**config.mk**
```make
export PLATFORM = sky130hd
export DESIGN_NAME = nbit_seq_divider
export DESIGN_NICKNAME = d
export VERILOG_FILES = /design/src/rtl/nbit_seq_divider.sv
export SDC_FILE = /design/constraint.sdc
export NUM_CORES = 1
export LEC_CHECK = 0
export BUFFER_PORTS_ARGS = -buffer_cell sky130_fd_sc_hd__buf_2
export CORE_AREA = 2 2 69 71
export DETAILED_ROUTE_END_ITERATION = 7
export DIE_AREA = 0 0 71 73
export GPL_TIMING_DRIVEN = 0
export PLACE_DENSITY = 0.84
export SYNTH_ARGS = -nofsm -noshare
export SYNTH_HDL_FRONTEND = slang
export SYNTH_SLANG_ARGS = --single-unit
```
**constraint.sdc**
```tcl
create_clock -name Clk -period 3.9 [get_ports Clk]
set_input_delay 1.17 -clock Clk [delete_from_list [all_inputs] [get_ports Clk]]
set_output_delay 1.17 -clock Clk [all_outputs]
set_load 0.02 [all_outputs]
```
**src/rtl/nbit_seq_divider.sv**
```systemverilog
// Sequential N-bit unsigned restoring divider, one quotient bit per clock.
// Start/Busy/Done handshake; results are held until the next accepted operation.
module nbit_seq_divider #(
  parameter int N  = 8,
  parameter int CW = 4
) (
  input  logic         Clk,
  input  logic         Reset,
  input  logic         Start,
  input  logic [N-1:0] Dividend,
  input  logic [N-1:0] Divisor,
  output logic         Busy,
  output logic         Done,
  output logic [N-1:0] Quotient,
  output logic [N-1:0] Remainder,
  output logic         DivByZero
);

  typedef enum logic [1:0] {IDLE, RUN, DONE} state_t;

  state_t        state;
  state_t        next_state;
  logic [N-1:0]  dividend_reg;
  logic [N-1:0]  divisor_reg;
  logic [N-1:0]  part_rem;
  logic [CW-1:0] count;
  logic          accept;
  logic          last_iter;
  logic [N:0]    shifted;
  logic [N:0]    trial;
  logic          q_bit;
  logic [N-1:0]  next_rem;

  // The shifted remainder needs N+1 bits so a divisor with its MSB set cannot
  // overflow the trial subtraction; trial[N] is the borrow (negative) flag.
  always_comb begin
    accept    = Start && ((state == IDLE) || (state == DONE));
    last_iter = (count == CW'(N - 1));
    shifted   = {part_rem, dividend_reg[N-1]};
    trial     = shifted - {1'b0, divisor_reg};
    q_bit     = ~trial[N];
    next_rem  = q_bit ? trial[N-1:0] : shifted[N-1:0];
  end

  always_ff @(posedge Clk) begin
    if (Reset) begin
      state <= IDLE;
    end else begin
      state <= next_state;
    end
  end

  always_comb begin
    next_state = state;
    Busy       = 1'b0;
    Done       = 1'b0;
    case (state)
      IDLE: begin
        if (Start) begin
          next_state = (Divisor == '0) ? DONE : RUN;
        end
      end
      RUN: begin
        Busy = 1'b1;
        if (last_iter) begin
          next_state = DONE;
        end
      end
      DONE: begin
        Done = 1'b1;
        if (Start) begin
          next_state = (Divisor == '0) ? DONE : RUN;
        end else begin
          next_state = IDLE;
        end
      end
      default: next_state = IDLE;
    endcase
  end

  // The dividend register doubles as the quotient shift register.
  always_ff @(posedge Clk) begin
    if (Reset) begin
      dividend_reg <= '0;
      divisor_reg  <= '0;
      part_rem     <= '0;
      count        <= '0;
      Quotient     <= '0;
      Remainder    <= '0;
      DivByZero    <= 1'b0;
    end else if (accept) begin
      dividend_reg <= Dividend;
      divisor_reg  <= Divisor;
      part_rem     <= '0;
      count        <= '0;
      if (Divisor == '0) begin
        Quotient  <= '1;
        Remainder <= Dividend;
        DivByZero <= 1'b1;
      end
    end else if (state == RUN) begin
      dividend_reg <= {dividend_reg[N-2:0], q_bit};
      part_rem     <= next_rem;
      count        <= count + CW'(1);
      if (last_iter) begin
        Quotient  <= {dividend_reg[N-2:0], q_bit};
        Remainder <= next_rem;
        DivByZero <= 1'b0;
      end
    end
  end

endmodule

```
==> results of run 1 <==
[layout make-up]
type	instances	area, µm²	area share [%]
Buffer	14	83.8	3.23
Clock buffer	5	68.8	2.65
Clock inverter	2	37.5	1.45
Inverter	12	45.0	1.74
Multi-Input combinational cell	188	1170	45.1
Sequential cell	47	941	36.3
Tap cell	54	67.6	2.60
Timing Repair Buffer	36	180	6.94
[worst paths after layout]
check / startpoint / end / slack [ns]
max reg2reg: dividend_reg[7]$_SDFFE_PP0P_ / Remainder[4]$_SDFFE_PP0P_ / 1.12
max: dividend_reg[7]$_SDFFE_PP0P_ / Remainder[4]$_SDFFE_PP0P_ / 1.12
min reg2reg: divisor_reg[2]$_SDFFE_PP0P_ / divisor_reg[2]$_SDFFE_PP0P_ / 0.46
min: divisor_reg[2]$_SDFFE_PP0P_ / divisor_reg[2]$_SDFFE_PP0P_ / 0.46
[critical path, stage by stage (launching register included)]
cell     delay, ns
dfxtp_1       0.34
inv_1         0.09
ha_1          0.19
fa_1          0.22
inv_1         0.05
a21o_1        0.16
a41o_1        0.28
o41ai_4       0.28
xor2_2        0.40
buf_6         0.22
mux2i_1       0.31
o22ai_1       0.13
[kinds of logic (layout without fill, tap and decap cells)]
| kind of cell | Yosys count | count (layout) |
|---|---|---|
| AO/OA/AOI/OAI | 66 | 66 |
| adder cells (fa/ha/maj) | 10 | 10 |
| AND/OR/NAND/NOR | 94 | 94 |
| XOR/XNOR | 10 | 10 |
| buffers and inverters | 26 | 69 |
| flip-flops | 47 | 47 |
| multiplexers | 8 | 8 |
[cells in the mapped netlist (2+ instances only)]
cell type	instances
clkbuf_1	9
dfxtp_1	47
a22oi_1	15
ha_1	9
a21oi_1	24
nand2_1	31
nor2_1	23
inv_1	11
nand2b_1	5
nor4_1	2
nor3_1	14
xor2_1	2
mux2_2	2
o22ai_1	8
buf_6	4
xnor2_1	7
mux2i_1	6
o21ai_0	10
nor2b_1	6
nand4_1	4
nand3_1	4
or4_2	2
[layer usage]
| layer | GRT usage (%) | vias to the layer above | wire length [µm] |
|---|---|---|---|
| li1 | - | 1005 | - |
| met1 | 24.7 | 936 | 2210 |
| met2 | 35.5 | 47 | 2560 |
| met3 | 3.87 | 8 | 242 |
| met4 | 7.76 | 0 | 83 |
| met5 | 0 | - | 0 |
[through the flow]
step / area (µm²) / std cells / total power, mW / hold WS (ns)
2_1_floorplan: 2240 / 261 / 0.717 / 0.436
3_3_place_gp: 2490 / 351 / 0.768 / 0.446
3_5_place_dp: 2490 / 351 / 0.777 / 0.454
4_1_cts: 2590 / 358 / 1.12 / 0.467
5_1_grt: 2590 / 358 / 1.17 / 0.494
6_report: 2590 / 358 / 1.12 / 0.461
[power by group]
group / switching, mW / internal (mW) / total (mW)
Sequential: 0.0139 / 0.498 / 0.512
Clock: 0.164 / 0.187 / 0.351
Combinational: 0.143 / 0.112 / 0.256
==> key figures, run 1 <==
STA
  – Slew @ Worst Pin: approximately 0.71 ns
  – Final setup violation count: 0
  – RSZ-0062 raised after global routing: false
  – Max Clock Freq: 360 MHz
  – Fin. Hold Viols: 0
  – Min setup slack post-route: 1.12 ns
  – Fin crit share: 71.2%
  – Tmin final: 2.78 ns
  – Final Skew: ~0.0033 ns
  – Final setup TNS: 0 ns
  – Final slew viol count: 0
  – Relative slew slack: 52.6%

Die
  – Chip Height: about 73 µm
  – Boundary Pins: 38
  – Initial Util: 49.4%
  – Row cnt: 25
  – Chip width: 71 µm
  – Die Area: just over 5000 µm²
  – Floorplan Core Area: ~4500 µm²

Place
  – Placer Congestion: 0.926
  – Hpwl dp: 3800 µm
  – IO Port Bufs: 36
  – Worst slack, placed: 0.930 ns

Yosys
  – Register area share after synthesis: around two fifths
  – Post-synth top area cell: dfxtp_1
  – Mapped Area: 2240 µm²
  – XOR/XNOR Fraction of Synth Area: 4.24%
  – Syn_nets: 290
  – Synthesis warning total: 0
  – Post-synthesis adder-cell area fraction: under 10%
  – Seq cells post-synth: between 40 and 50
  – Post-synthesis async set-or-reset flop share: 0%
  – Synth cell types: 38
  – Complex-gate fraction of the synthesized area: about a fifth
  – Top post-synthesis cells by area: dfxtp_1 (42%), a21oi_1 (5.4%), nand2_1 (5.2%), a22oi_1 (5.0%), ha_1 (5.0%)
  – Mean Syn Cell Area: 8.59 µm²
  – Largest family of logic cells by synthesized area: simple AND/OR/NAND/NOR gates
  – Post-synth EDFFs: 0
  – Proportion of synthesized area in mux cells: 3.69%
  – Synth Flop Type: dfxtp_1
  – Synth top area share: 42.0%
  – Post-Syn Instances: 261
  – Simple-gate share of the synthesized area: 19.6%

CTS
  – TritonCTS Sinks: 47
  – Reg clk slew, reported paths: 0.09 ns
  – Post-CTS Setup Bufs: 0
  – TritonCTS buffer count: 5
  – Longest Clk Path Bufs: 2
  – Resized Gates After CTS: 0
  – # H-tree levels: 2
  – Skew-Pair Late Insertion Delay: 0.30 ns
  – CTS tree: yes
  – Clk root buf: clkbuf_8
  – # hold bufs at CTS: 0

Drt
  – WL/cell: 14.2 µm
  – Final ANT Viol Nets: 0
  – Starting DRT DRC Count: between 150 and 200
  – Post-route DRC violation count: 0
  – Via density: 5.58
  – Total wire length: 5100 µm
  – Vias: ~2000
  – Pre-Repair DR Iteration Count: 5

Layout
  – Commonest non-fill, non-tap cell in the layout: dfxtp_1
  – Synth-to-Final Area Change: 15.8%
  – Number of diodes: 0
  – # fillers: 432
  – Final core occ: 57.2%
  – Final #Nets: 333
  – Most frequent cells in the layout: dfxtp_1 (47), buf_2 (37), nand2_1 (31)
  – Share of cells above drive strength 1: between 10% and 20%

Power
  – PwrDens: 431 nW/µm²
  – Worst VDD drop: 0.198 mV
  – LEAKAGE: 1.04 nW

Worst setup path
  – Reg2Reg Depth: 11
  – Worst Setup Start Kind: flop
  – CP Max Fanout: 10
  – WS Path Type: flop to flop
  – Crit path required time: 4.08 ns
  – Worst setup EP type: flop
  – Crit path arrival time: roughly 3.0 ns

Hold path
  – Hold depth: 2
  – Worst Hold Class: flop to flop

Global routing
  – Total grt overflow: 0
  – Largest net degree at the start of global routing: 15
  – Vias in the first global route: 1848
  – Gr usage total: 20.3%
  – First-pass GRT wire length: 8260 µm
  – Antenna violations before repair: 0

Job
  – MaxCap Viol Count: 0

Outcome
  – Status: finished clean
Power figures use the tool's default switching activity.
==> run 2, diff against run 1 <==
==> constraint.sdc (replaced) <==
create_clock -name Clk -period 2.6 [get_ports Clk]
set_input_delay 0.78 -clock Clk [delete_from_list [all_inputs] [get_ports Clk]]
set_output_delay 0.78 -clock Clk [all_outputs]
set_load 0.02 [all_outputs]
==> key figures, run 2 (same netlist as run 1, synthesis figures left out) <==
Outcome
  – Status: finished clean

CTS
  – TritonCTS buffer count: 5
  – # H-tree levels: 2
  – TritonCTS Sinks: 47
  – Longest Clk Path Bufs: 2
  – Skew-Pair Late Insertion Delay: 0.30 ns
  – Clk root buf: clkbuf_8
  – CTS tree: yes
  – Reg clk slew, reported paths: 0.08 ns

Power
  – PwrDens: 653 nW/µm²
  – LEAKAGE: 1.09 nW
  – Worst VDD drop: 0.297 mV

STA
  – Relative slew slack: 52.9%
  – RSZ-0062 raised after global routing: true
  – Final setup TNS: 0 ns
  – Tmin final: 2.54 ns
  – Final slew viol count: 0
  – Fin crit share: 97.8%
  – Final setup violation count: 0
  – Max Clock Freq: between 300 and 400 MHz
  – Fin. Hold Viols: 0
  – Final hold slack: around 0.47 ns
  – Min setup slack post-route: 0.0564 ns
  – Slew @ Worst Pin: 0.702 ns
  – Final Skew: 0.00193 ns

Drt
  – Via density: ~5.5
  – Final ANT Viol Nets: 0
  – Vias: 2001
  – Pre-Repair DR Iteration Count: 5
  – Total wire length: 5300 µm
  – WL/cell: 14.6 µm
  – Starting DRT DRC Count: 142
  – Post-route DRC violation count: 0

Worst setup path
  – CP peak stage delay: 0.40 ns
  – Worst path buffer plus inverter count: 3
  – FF-to-FF End: Remainder[4]$_SDFFE_PP0P_
  – WS Path Type: flop to flop
  – Reg2reg setup slack: 0.06 ns
  – Crit-path cells: inv_2 -> ha_4 -> fa_2 -> inv_2 -> a21o_1 -> a41o_1 -> o41ai_4 -> xor2_2 -> buf_6 -> mux2i_4 -> o22ai_1
  – Reg-to-Reg Start: dividend_reg[7]$_SDFFE_PP0P_
  – Worst Setup Start Kind: flop
  – Cell family with most CP delay: compound AO/OA/AOI/OAI gates
  – CP Max Fanout: 9
  – Worst setup EP type: flop
  – Crit path arrival time: 2.72 ns
  – Most frequent CP cell: inv_2
  – Reg2Reg Depth: 11
  – Crit path required time: 2.78 ns
  – CP max-delay cell: o41ai_4

Global routing
  – GRT met2 Usage: 35.5%
  – First-pass GRT wire length: between 8000 and 9000 µm
  – Gr usage total: between 20 and 25%
  – Largest net degree at the start of global routing: 15
  – Antenna violations before repair: 0
  – GRT met3 Usage: 3.87%
  – Total grt overflow: 0
  – GRT busiest layer: met2
  – Met1 Use GR: 25.0%
  – Vias in the first global route: 1849

Place
  – Hpwl dp: 3800 µm
  – IO Port Bufs: 36
  – Worst slack, placed: -0.123 ns
  – Dpl cells: 351
  – Placer Congestion: between 0.9 and 1

Die
  – Floorplan Core Area: 4540 µm²
  – Chip Height: 73 µm
  – Initial Util: 49.4%
  – Die Area: 5180 µm²
  – Row cnt: 25
  – Boundary Pins: 38
  – Chip width: 71 µm

Layout
  – # fillers: approximately 400
  – Final #Nets: 339
  – Non-filler instance count after layout: 364
  – Number of diodes: 0
  – Most frequent cells in the layout: dfxtp_1 (46), buf_2 (37), nand2_1 (31)
  – Share of cells above drive strength 1: 23.9%
  – Final core occ: about three fifths
  – Commonest non-fill, non-tap cell in the layout: dfxtp_1
  – Synth-to-Final Area Change: 22.2%

Hold path
  – Worst Hold End: divisor_reg[2]$_SDFFE_PP0P_
  – HP Start: divisor_reg[2]$_SDFFE_PP0P_
  – Hold depth: 2
  – Worst Hold Class: flop to flop

Job
  – MaxCap Viol Count: 0
-- run 2: what timing repair did --
action | in CTS | in global routing
buffers inserted | 2 | 4
hold buffers | 0 | 0
pin swaps | 2 | 7
resized for setup | 2 | 20
endpoints found under the setup margin | 7 | 11
-- run 2: final cells by class --
| class | count | area, µm² | area share, % |
|---|---|---|---|
| Multi-Input combinational cell | 188 | 1270 | 46.3 |
| Inverter | 12 | 45.0 | 1.64 |
| Buffer | 14 | 83.8 | 3.06 |
| Clock inverter | 2 | 37.5 | 1.37 |
| Timing Repair Buffer | 42 | 225 | 8.22 |
| Tap cell | 54 | 67.6 | 2.47 |
| Sequential cell | 47 | 942 | 34.4 |
| Clock buffer | 5 | 68.8 | 2.51 |
-- run 2: report_power, final --
group	switching (mW)	internal [mW]	total (mW)
sequential	0.0240	0.748	0.772
combinational	0.252	0.242	0.494
clock	0.243	0.281	0.524
total	0.519	1.27	1.79
-- run 2: per-stage QoR --
| step | cell area (µm²) | power, mW |
|---|---|---|
| 2_1_floorplan | 2240 | 1.08 |
| 3_3_place_gp | 2490 | 1.15 |
| 3_5_place_dp | 2490 | 1.17 |
| 4_1_cts | 2610 | 1.70 |
| 5_1_grt | 2740 | 1.87 |
| 6_report | 2740 | 1.79 |
-- run 2: worst reg2reg max path: stages (launching register included) --
cell	delay, ns
dfxtp_2	0.34
inv_2	0.08
ha_4	0.14
fa_2	0.21
inv_2	0.03
a21o_1	0.18
a41o_1	0.23
o41ai_4	0.40
xor2_2	0.24
buf_6	0.20
mux2i_4	0.27
o22ai_1	0.10
-- run 2: routing by layer --
layer,wire length [µm],share of wire (%)
met3,288,5.4
met2,2760,52
met5,0,0
met1,2190,41
met4,68,1.3
-- run 2: how the worst max path moves through the flow --
stage	cells after the start	to	from	slack, ns
finish	11	Remainder[4]$_SDFFE_PP0P_	dividend_reg[7]$_SDFFE_PP0P_	0.06
global route	11	Remainder[5]$_SDFFE_PP0P_	dividend_reg[7]$_SDFFE_PP0P_	-0.06
CTS	11	part_rem[0]$_SDFFE_PP0P_	dividend_reg[7]$_SDFFE_PP0P_	0.01
detailed placement	11	Remainder[4]$_SDFFE_PP0P_	dividend_reg[7]$_SDFFE_PP0P_	-0.12
global placement	11	Remainder[4]$_SDFFE_PP0P_	dividend_reg[7]$_SDFFE_PP0P_	-0.07
floorplan	10	part_rem[0]$_SDFFE_PP0P_	dividend_reg[7]$_SDFFE_PP0P_	0.22
